$ cat src/rtl/space_invaders_pkg.sv
// Shared geometry, index and state types for the alien collision logic.
package space_invaders_pkg;

  localparam int ROWS      = 4;
  localparam int COLS      = 8;
  localparam int N_ALIENS  = ROWS * COLS;
  localparam int ALIEN_W   = 8;
  localparam int ALIEN_H   = 8;
  localparam int H_SPACING = 12;
  localparam int V_SPACING = 12;
  localparam int X_W       = 8;
  localparam int Y_W       = 7;
  localparam int TOP_Y     = 0;

  localparam int IDX_W = $clog2(N_ALIENS);
  localparam int ROW_W = $clog2(ROWS);
  localparam int COL_W = $clog2(COLS);

  localparam logic [Y_W-1:0] TOP_Y_V = Y_W'(TOP_Y);

  typedef logic [IDX_W-1:0] alien_idx_t;

  localparam alien_idx_t IDX_LAST = alien_idx_t'(N_ALIENS - 1);

  typedef enum logic [1:0] {
    IDLE = 2'd0,
    SCAN = 2'd1,
    HIT  = 2'd2,
    DONE = 2'd3
  } hit_state_t;

  function automatic logic [ROW_W-1:0] idx_row(input alien_idx_t idx);
    return ROW_W'(idx / alien_idx_t'(COLS));
  endfunction

  function automatic logic [COL_W-1:0] idx_col(input alien_idx_t idx);
    return COL_W'(idx % alien_idx_t'(COLS));
  endfunction

endpackage

$ cat src/rtl/alien_box_compare.sv
// Point-in-hitbox test for one alien of the fleet grid.
// Coordinates are widened by one bit so the far edge of the last column/row never wraps.
module alien_box_compare
  import space_invaders_pkg::*;
(
  input  logic [X_W-1:0]   i_origin_x,
  input  logic [Y_W-1:0]   i_origin_y,
  input  logic [ROW_W-1:0] i_row,
  input  logic [COL_W-1:0] i_col,
  input  logic [X_W-1:0]   i_rocket_x,
  input  logic [Y_W-1:0]   i_rocket_y,
  output logic             o_inside
);

  localparam logic [X_W:0] X_PITCH = (X_W+1)'(H_SPACING);
  localparam logic [Y_W:0] Y_PITCH = (Y_W+1)'(V_SPACING);
  localparam logic [X_W:0] X_SIZE  = (X_W+1)'(ALIEN_W);
  localparam logic [Y_W:0] Y_SIZE  = (Y_W+1)'(ALIEN_H);

  logic [X_W:0] w_x0;
  logic [X_W:0] w_x1;
  logic [Y_W:0] w_y0;
  logic [Y_W:0] w_y1;
  logic [X_W:0] w_rx;
  logic [Y_W:0] w_ry;
  logic         w_in_x;
  logic         w_in_y;

  assign w_x0 = {1'b0, i_origin_x} + ({{(X_W+1-COL_W){1'b0}}, i_col} * X_PITCH);
  assign w_y0 = {1'b0, i_origin_y} + ({{(Y_W+1-ROW_W){1'b0}}, i_row} * Y_PITCH);
  assign w_x1 = w_x0 + X_SIZE;
  assign w_y1 = w_y0 + Y_SIZE;
  assign w_rx = {1'b0, i_rocket_x};
  assign w_ry = {1'b0, i_rocket_y};

  // Half-open box: [x0, x0+W) x [y0, y0+H)
  assign w_in_x   = (w_rx >= w_x0) && (w_rx < w_x1);
  assign w_in_y   = (w_ry >= w_y0) && (w_ry < w_y1);
  assign o_inside = w_in_x && w_in_y;

endmodule

$ cat src/rtl/alien_hit_responder.sv
// Player-shot collision responder: top-boundary check, then a one-alien-per-clock
// grid scan that kills the lowest-index alive alien under the rocket tip.
//
// state | meaning
// IDLE  | waiting for rocketValid; latches rocket and fleet origin
// SCAN  | testing alien r_idx against the latched rocket position
// HIT   | eraseEn for alien r_idx; alien cleared and hitCount bumped on exit
// DONE  | checkDone pulse; result flags updated on entry
module alien_hit_responder
  import space_invaders_pkg::*;
(
  input  logic                clk,
  input  logic                resetn,
  input  logic                rocketValid,
  input  logic [X_W-1:0]      rocketX,
  input  logic [Y_W-1:0]      rocketY,
  input  logic [X_W-1:0]      gridX,
  input  logic [Y_W-1:0]      gridY,
  input  logic                fleetReset,
  output logic                busy,
  output logic                checkDone,
  output logic                collidedWithAlien,
  output logic                topReached,
  output logic                eraseEn,
  output logic [ROW_W-1:0]    eraseRow,
  output logic [COL_W-1:0]    eraseCol,
  output logic [N_ALIENS-1:0] aliveMask,
  output logic [7:0]          hitCount,
  output logic                allCleared
);

  hit_state_t          r_state;
  hit_state_t          w_next_state;
  logic [X_W-1:0]      r_rocket_x;
  logic [Y_W-1:0]      r_rocket_y;
  logic [X_W-1:0]      r_grid_x;
  logic [Y_W-1:0]      r_grid_y;
  alien_idx_t          r_idx;
  logic [N_ALIENS-1:0] r_alive;
  logic [7:0]          r_hit_count;
  logic                r_collided;
  logic                r_top;
  logic [ROW_W-1:0]    r_erase_row;
  logic [COL_W-1:0]    r_erase_col;

  logic [ROW_W-1:0]    w_row;
  logic [COL_W-1:0]    w_col;
  logic                w_inside;
  logic                w_hit;
  logic                w_at_top;

  assign w_row    = idx_row(r_idx);
  assign w_col    = idx_col(r_idx);
  assign w_hit    = r_alive[r_idx] && w_inside;
  assign w_at_top = (rocketY <= TOP_Y_V);

  alien_box_compare u_box (
    .i_origin_x (r_grid_x),
    .i_origin_y (r_grid_y),
    .i_row      (w_row),
    .i_col      (w_col),
    .i_rocket_x (r_rocket_x),
    .i_rocket_y (r_rocket_y),
    .o_inside   (w_inside)
  );

  always_ff @(posedge clk or negedge resetn) begin
    if (!resetn) begin
      r_state <= IDLE;
    end else begin
      r_state <= w_next_state;
    end
  end

  always_comb begin
    w_next_state = r_state;
    if (fleetReset) begin
      w_next_state = IDLE;
    end else begin
      case (r_state)
        IDLE: begin
          if (rocketValid) begin
            w_next_state = w_at_top ? DONE : SCAN;
          end
        end
        SCAN: begin
          if (w_hit) begin
            w_next_state = HIT;
          end else if (r_idx == IDX_LAST) begin
            w_next_state = DONE;
          end
        end
        HIT:     w_next_state = DONE;
        DONE:    w_next_state = IDLE;
        default: w_next_state = IDLE;
      endcase
    end
  end

  always_ff @(posedge clk or negedge resetn) begin
    if (!resetn) begin
      r_rocket_x  <= '0;
      r_rocket_y  <= '0;
      r_grid_x    <= '0;
      r_grid_y    <= '0;
      r_idx       <= '0;
      r_alive     <= '1;
      r_hit_count <= '0;
      r_collided  <= 1'b0;
      r_top       <= 1'b0;
      r_erase_row <= '0;
      r_erase_col <= '0;
    end else if (fleetReset) begin
      r_alive     <= '1;
      r_hit_count <= '0;
    end else begin
      case (r_state)
        IDLE: begin
          if (rocketValid) begin
            r_rocket_x <= rocketX;
            r_rocket_y <= rocketY;
            r_grid_x   <= gridX;
            r_grid_y   <= gridY;
            r_idx      <= '0;
            if (w_at_top) begin
              r_top      <= 1'b1;
              r_collided <= 1'b0;
            end
          end
        end
        SCAN: begin
          if (w_hit) begin
            r_erase_row <= w_row;
            r_erase_col <= w_col;
          end else if (r_idx == IDX_LAST) begin
            r_top      <= 1'b0;
            r_collided <= 1'b0;
          end else begin
            r_idx <= r_idx + 1'b1;
          end
        end
        HIT: begin
          r_alive[r_idx] <= 1'b0;
          if (r_hit_count != 8'hFF) begin
            r_hit_count <= r_hit_count + 8'd1;
          end
          r_top      <= 1'b0;
          r_collided <= 1'b1;
        end
        default: begin
        end
      endcase
    end
  end

  assign busy              = (r_state != IDLE);
  assign checkDone         = (r_state == DONE);
  assign eraseEn           = (r_state == HIT);
  assign eraseRow          = r_erase_row;
  assign eraseCol          = r_erase_col;
  assign collidedWithAlien = r_collided;
  assign topReached        = r_top;
  assign aliveMask         = r_alive;
  assign hitCount          = r_hit_count;
  assign allCleared        = (r_alive == '0);

endmodule
$ cat config.mk
export PLATFORM = sky130hd
export DESIGN_NAME = alien_hit_responder
export DESIGN_NICKNAME = d
export VERILOG_FILES = /design/src/rtl/space_invaders_pkg.sv /design/src/rtl/alien_box_compare.sv /design/src/rtl/alien_hit_responder.sv
export SDC_FILE = /design/constraint.sdc
export NUM_CORES = 1
export LEC_CHECK = 0
export BUFFER_PORTS_ARGS = -buffer_cell sky130_fd_sc_hd__buf_4
export CORE_UTILIZATION = 56
export CTS_BUF_LIST = sky130_fd_sc_hd__clkbuf_8
export DETAILED_ROUTE_END_ITERATION = 16
export MAX_ROUTING_LAYER = met4
export PLACE_DENSITY_LB_ADDON = 0.08
export SETUP_SLACK_MARGIN = 0.2
export SLEW_MARGIN = 20
export SYNTH_ARGS = -nofsm -noshare
export SYNTH_HDL_FRONTEND = slang
export SYNTH_SLANG_ARGS = --single-unit
$ cat constraint.sdc
create_clock -name clk -period 5.5 [get_ports clk]
set_input_delay 1.1 -clock clk [delete_from_list [all_inputs] [get_ports clk]]
set_output_delay 1.1 -clock clk [all_outputs]
set_load 0.01 [all_outputs]
**Word level (Yosys, flattened, before mapping)**

Index checks and enable logic that the tools add are counted.

- Register bits after elaboration: 84
- Bits of input ports: 34
- Output and inout port bits: 51
- Logic and storage cells: 87

- $add $sub $neg: 6
- $mul: 2
- Order comparisons: 7
- Equality and inequality tests: 12
- Mux-type cells: 27
- Bitwise operators: 3
- Reduce and logical (&&, ||, !) cells: 18

Operators by type and width:

| operator | count |
|---|---|
| 32-bit 2-to-1 mux | 2 |
| 32-bit AND | 1 |
| 32-bit zero test | 1 |
| 32-bit inverter | 1 |
| 8-bit 2-to-1 mux | 3 |
| 5-bit 2-to-1 mux | 3 |
| 2-bit 2-to-1 mux | 5 |
| 2-bit inequality test, second input constant | 5 |
| 5-bit one-hot mux with 2 select lines | 1 |
| 8-bit by 7-bit adder with 9-bit output | 1 |
| 9-bit by 4-bit adder with 9-bit output, second input constant | 1 |
| 8-bit by 9-bit >= comparator with 1-bit output | 1 |
| 8-bit by 9-bit less-than comparator with 1-bit output | 1 |
| 7-bit by 6-bit adder with 8-bit output | 1 |
| 8-bit by 1-bit adder with 8-bit output, second input constant | 1 |
| 8-bit by 4-bit adder with 8-bit output, second input constant | 1 |
| 7-bit by 8-bit >= comparator with 1-bit output | 1 |
| 7-bit by 8-bit less-than comparator with 1-bit output | 1 |
| 1-bit 2-to-1 mux | 8 |
| 8-bit inequality test, second input constant | 1 |
| 2-bit one-hot mux with 4 select lines | 1 |
| 2-bit nonzero test | 4 |
| 7-bit by 1-bit <= comparator with 1-bit output, second input constant | 1 |
| 5-bit by 6-bit less-than comparator with 1-bit output, second input constant | 1 |
| 20 further kinds | 28 |

**Longest topological paths before layout**

- Depth in word-level cells: 10
- Mapped depth: 19
- Mapped depth without buffers: 17

**Hierarchy**

A second synthesis with hierarchy kept.

- Cell total of the unflattened synthesis: 483
- Area total of the unflattened synthesis: 5193.7 sq um

By module, submodules not included:

| module | times used | cells each | area an instance (sq um) | sequential area each (sq um) |
|---|---|---|---|---|
| alien_hit_responder | 1 | 341 | 4026.4 | 2142.1 |
| alien_box_compare | 1 | 142 | 1167.4 | 0.0 |

**Worst setup path before layout**

OpenSTA, ideal clock, no wires.

- Path type: reg-to-reg
- Start: register r_idx[1]
- End: register r_collided (netlist: collidedWithAlien)
- Setup time: 0.125 ns
- Data arrival time: 4.120 ns
- Data required time: 5.375 ns
- Path slack: 1.255 ns
- Cell stages (with the launch flop): 18
- Buffers on the path: 2
- Period minus slack after synthesis: 4.245 ns
- Cell sequence: dfrtp_1 buf_6 buf_6 inv_1 ha_1 fa_1 inv_1 a2111oi_0 a21oi_1 xnor2_1 ha_1 a211o_1 nor2_1 a211oi_1 o32a_4 o41ai_2 a2111oi_4 mux2_4

- Longest elaborated chain between the ends: 9
- Elaborated cells on any way between the ends: 14
- Those cells by class: 2 x add/sub; 1 x mul; 2 x order compare; 3 x eq/ne; 2 x mux; 4 x reduce/logical

RTL lines:

| item | line | text |
|---|---|---|
| start, declared | alien_hit_responder.sv:38 | `alien_idx_t r_idx;` |
| start signal, assigned | alien_hit_responder.sv:139 | `r_idx <= r_idx + 1'b1;` |
| 3-bit by 2-bit multiplier with 5-bit output | alien_box_compare.sv:29 | `assign w_x0 = {1'b0, i_origin_x} + ({{(X_W+1-COL_W){1'b0}}, i_col} * X_PITCH);` |
| 8-bit by 7-bit adder with 9-bit output | alien_box_compare.sv:29 |  |
| 9-bit by 4-bit adder with 9-bit output | alien_box_compare.sv:31 | `assign w_x1 = w_x0 + X_SIZE;` |
| 8-bit by 9-bit less-than comparator with 1-bit output | alien_box_compare.sv:37 | `assign w_in_x = (w_rx >= w_x0) && (w_rx < w_x1);` |
| 1-bit logical AND | alien_box_compare.sv:37 |  |
| 1-bit logical AND | alien_box_compare.sv:39 | `assign o_inside = w_in_x && w_in_y;` |
| 1-bit logical AND | alien_hit_responder.sv:54 | `assign w_hit = r_alive[r_idx] && w_inside;` |
| 2-bit inequality test (no source line) | -- |  |
| 6-bit AND reduction (no source line) * | -- |  |
| end signal, assigned | alien_hit_responder.sv:109 | `r_collided <= 1'b0;` |
| end signal, assigned | alien_hit_responder.sv:127 | `r_collided <= 1'b0;` |
| end signal, assigned | alien_hit_responder.sv:137 | `r_collided <= 1'b0;` |
| end, declared | alien_hit_responder.sv:41 | `logic r_collided;` |

Mark *: on every way between the ends. The rest lies on a longest branch, timed or not. The select of a mux whose other input is x is not followed.
A chain may end at the register's enable or synchronous reset.

**Worst setup path after layout**

- Start: register r_idx[0]
- End: register r_collided (netlist: collidedWithAlien)

Same word-level chain as after synthesis.

==> impl_metrics.yaml <==
critical_path:
  start_kind: "flip-flop"
  reg2reg_depth: 15
  slowest_stage: "dfrtp_1"
  endpoint_kind: "flip-flop"
  critPathRequiredTime_ns: 5.75
  timing.rr.end: "collidedWithAlien"
  crit_path_max_incr_delay_ns: 0.68
  path_buf_inv: 2
  rr_startpoint: "r_idx[0]"
  critical_path.cell_chain: "inv_1 -> ha_1 -> fa_1 -> inv_1 -> a2111oi_0 -> a21oi_1 -> xnor2_1 -> ha_1 -> a211o_1 -> nor2_1 -> a211oi_1 -> o32a_4 -> o41ai_2 -> a2111oi_4 -> mux2_4"
  arrival_ns: 5.06
  critPathTopFamily: "compound AO/OA/AOI/OAI gates"
  crit_path_end: "collidedWithAlien"
  ff2ff_setup_slack_ns: 0.69
  cp_max_fo: 15
  startpoint: "r_idx[0]"
  worstSetupPathType: "flip-flop to flip-flop"
  cp.depth: 15
synth:
  synth_area_leader_cell: "dfrtp_1"
  synthTopCellsByArea: "dfrtp_1 (24%), dfstp_2 (15%), ha_1 (12%)"
  ys_top_cells_by_count: "dfrtp_1 (52), ha_1 (52), a21o_1 (34)"
  synth_warnings: 0
  seq_area_frac_synth_pct: 39.4
  synth_cells: 483
  syn_avg_cell_area_um2: 11.2
  yosysTopAreaCellShare_pct: 24.0
  synth.distinct_cells: 69
  synth_seq_cells: 84
  ys.flop_type: "dfrtp_1"
  synth-edff-count: 0
  async_reset_ff_share_pct: 100
  synth_nets: 572
  synth_area_um2: 5430
detailed_routing:
  ant_nets: 0
  wl_um: 11800
  wl_per_cell_um: 17.0
  viasPerCell: 5.70
  dr.pass1.iters: 4
  drtIter0Drc: 158
  drc_errors: 0
  vias: 3964
timing:
  finalCriticalPeriod_ns: 4.81
  finalCritPeriodShare_pct: 87.4
  setup_viol: 0
  worst_pin_slew_ns: 0.749
  slew_headroom_pct: 50.0
  drv_slew: 0
  hold_viol_final: 0
  setup_tns_ns: 0
  max_freq_mhz: 208
  skew_ns: 0.0144
  rsz0062_at_grt: "false"
cts:
  clk_latency_ns: 0.37
  cts-resized-gates: 0
  cts_setup_buffers: 0
  holdBufCountCts: 0
  clk_pin_slew_worst_paths_ns: 0.09
  cts_sinks: 84
  htreeDepth: 3
  clockRootBuffer: "clkbuf_8"
  clk_path_buf_depth: 2
  numCtsBuffers: 9
  cts_tree: "built"
place:
  port_buffers: 84
  dp_cells: 680
  hpwl_um: 8740
  place_congestion: 0.904
floorplan:
  start_util_pct: 58.2
  die_y_um: 100
  core_region_area_um2: 9330
  die_area_um2: 10100
  num_io_pins: 85
  rows: 35
  die_w_um: 100
layout:
  multiInputGateArea_um2: 3040
  syn_to_final_growth_pct: 16.1
  final_core_util_pct: 67.6
  final_layout_size_suffix_gt1_share_pct: 33.3
  fillers: 771
  seqCellArea_um2: 2140
  antennaDiodeCount: 0
  instances_no_fill: 696
  final_net_count: 651
global_routing:
  track_usage_pct: 26.0
  grt_pass1_vias: 3912
  antenna_found_initial: 0
  grt_pass1_wl_um: 19800
  grt_max_degree: 85
  gr-total-overflow: 0
job:
  max_cap_violations: 0
power:
  ir_drop_mv: 0.379
  leakage_nw: 2.76
  p_per_area_nw_per_um2: 464
status:
  status: "finished, final reports clean"
worst_hold_path:
  min_path_type: "flip-flop to flip-flop"
[worst min path at each step]
stage                   from       endpoint  slack (ns)  cells past startpoint
2_1_floorplan    r_grid_x[1]    r_grid_x[1]        0.48                      1
3_3_place_gp   r_rocket_x[0]  r_rocket_x[0]        0.49                      1
3_5_place_dp     r_grid_y[6]    r_grid_y[6]        0.49                      1
4_1_cts          r_grid_y[6]    r_grid_y[6]        0.51                      1
5_1_grt        r_rocket_x[0]  r_rocket_x[0]        0.53                      1
6_report       r_rocket_y[0]  r_rocket_y[0]        0.51                      1
[metrics by stage]
| step | hold slack, ns | setup WS (ns) | cell area, um^2 | total power, mW |
|---|---|---|---|---|
| floorplan | 0.479 | 1.26 | 5430 | 2.15 |
| global placement | 0.489 | 0.908 | 6130 | 2.46 |
| detailed placement | 0.494 | 0.709 | 6130 | 2.53 |
| CTS | 0.513 | 0.692 | 6300 | 2.95 |
| global route | 0.528 | 0.275 | 6310 | 3.18 |
| finish | 0.511 | 0.694 | 6310 | 2.92 |
[cells by family after synthesis]
family                   Yosys count  share of synthesized area [%]
AND/OR/NAND/NOR                  130                           13.1
AO/OA/AOI/OAI                     97                           15.6
flip-flops                        84                           39.4
adder cells (fa/ha/maj)           55                           13.1
buffers and inverters             53                           4.63
multiplexers                      47                           11.4
XOR/XNOR                          17                           2.74
[area by class of cell]
class,instances,area share [%]
Clock buffer,10,2.18
Clock inverter,6,0.635
Inverter,33,1.96
Multi-Input combinational cell,346,48.2
Sequential cell,84,34.0
Tap cell,129,2.56
Timing Repair Buffer,88,10.5
[placed cells by master (no fill, tap or decap), drive strengths merged, types with 8 or more instances in the layout]
master  Yosys  layout
buf        10      88
ha         52      52
dfrtp      52      52
mux2       36      36
a21o       34      34
inv        32      34
dfstp      32      32
nand2      27      27
nor2       23      23
nand3      21      21
a21oi      12      12
nor4       12      12
xnor2      11      11
clkbuf     10      10
and2        8       8
[layer usage]
| layer | track usage [%] | vias to the layer above | wire length (um) |
|---|---|---|---|
| li1 | - | 1918 | - |
| met2 | 40.5 | 88 | 5750 |
| met5 | - | - | 0 |
| met3 | 4.65 | 14 | 533 |
| met1 | 34.6 | 1944 | 5390 |
| met4 | 8.58 | 0 | 135 |
[state kept, by name, indices dropped and copies added (netlist names)]
name               cells
eraseRow               2
r_grid_x               8
r_idx                  5
eraseCol               3
r_rocket_x             8
r_grid_y               7
topReached             1
r_state                2
hitCount               8
r_rocket_y             7
collidedWithAlien      1
aliveMask             32
[report_power, final]
| part | switching, mW | internal [mW] | leakage [nW] | total [mW] |
|---|---|---|---|---|
| registers | 0.135 | 0.763 | 0.990 | 0.898 |
| clock network | 0.233 | 0.176 | 0.0978 | 0.410 |
| logic | 0.849 | 0.768 | 1.67 | 1.62 |
| total | 1.22 | 1.71 | 2.76 | 2.92 |
(Power assumes the default switching activity.)
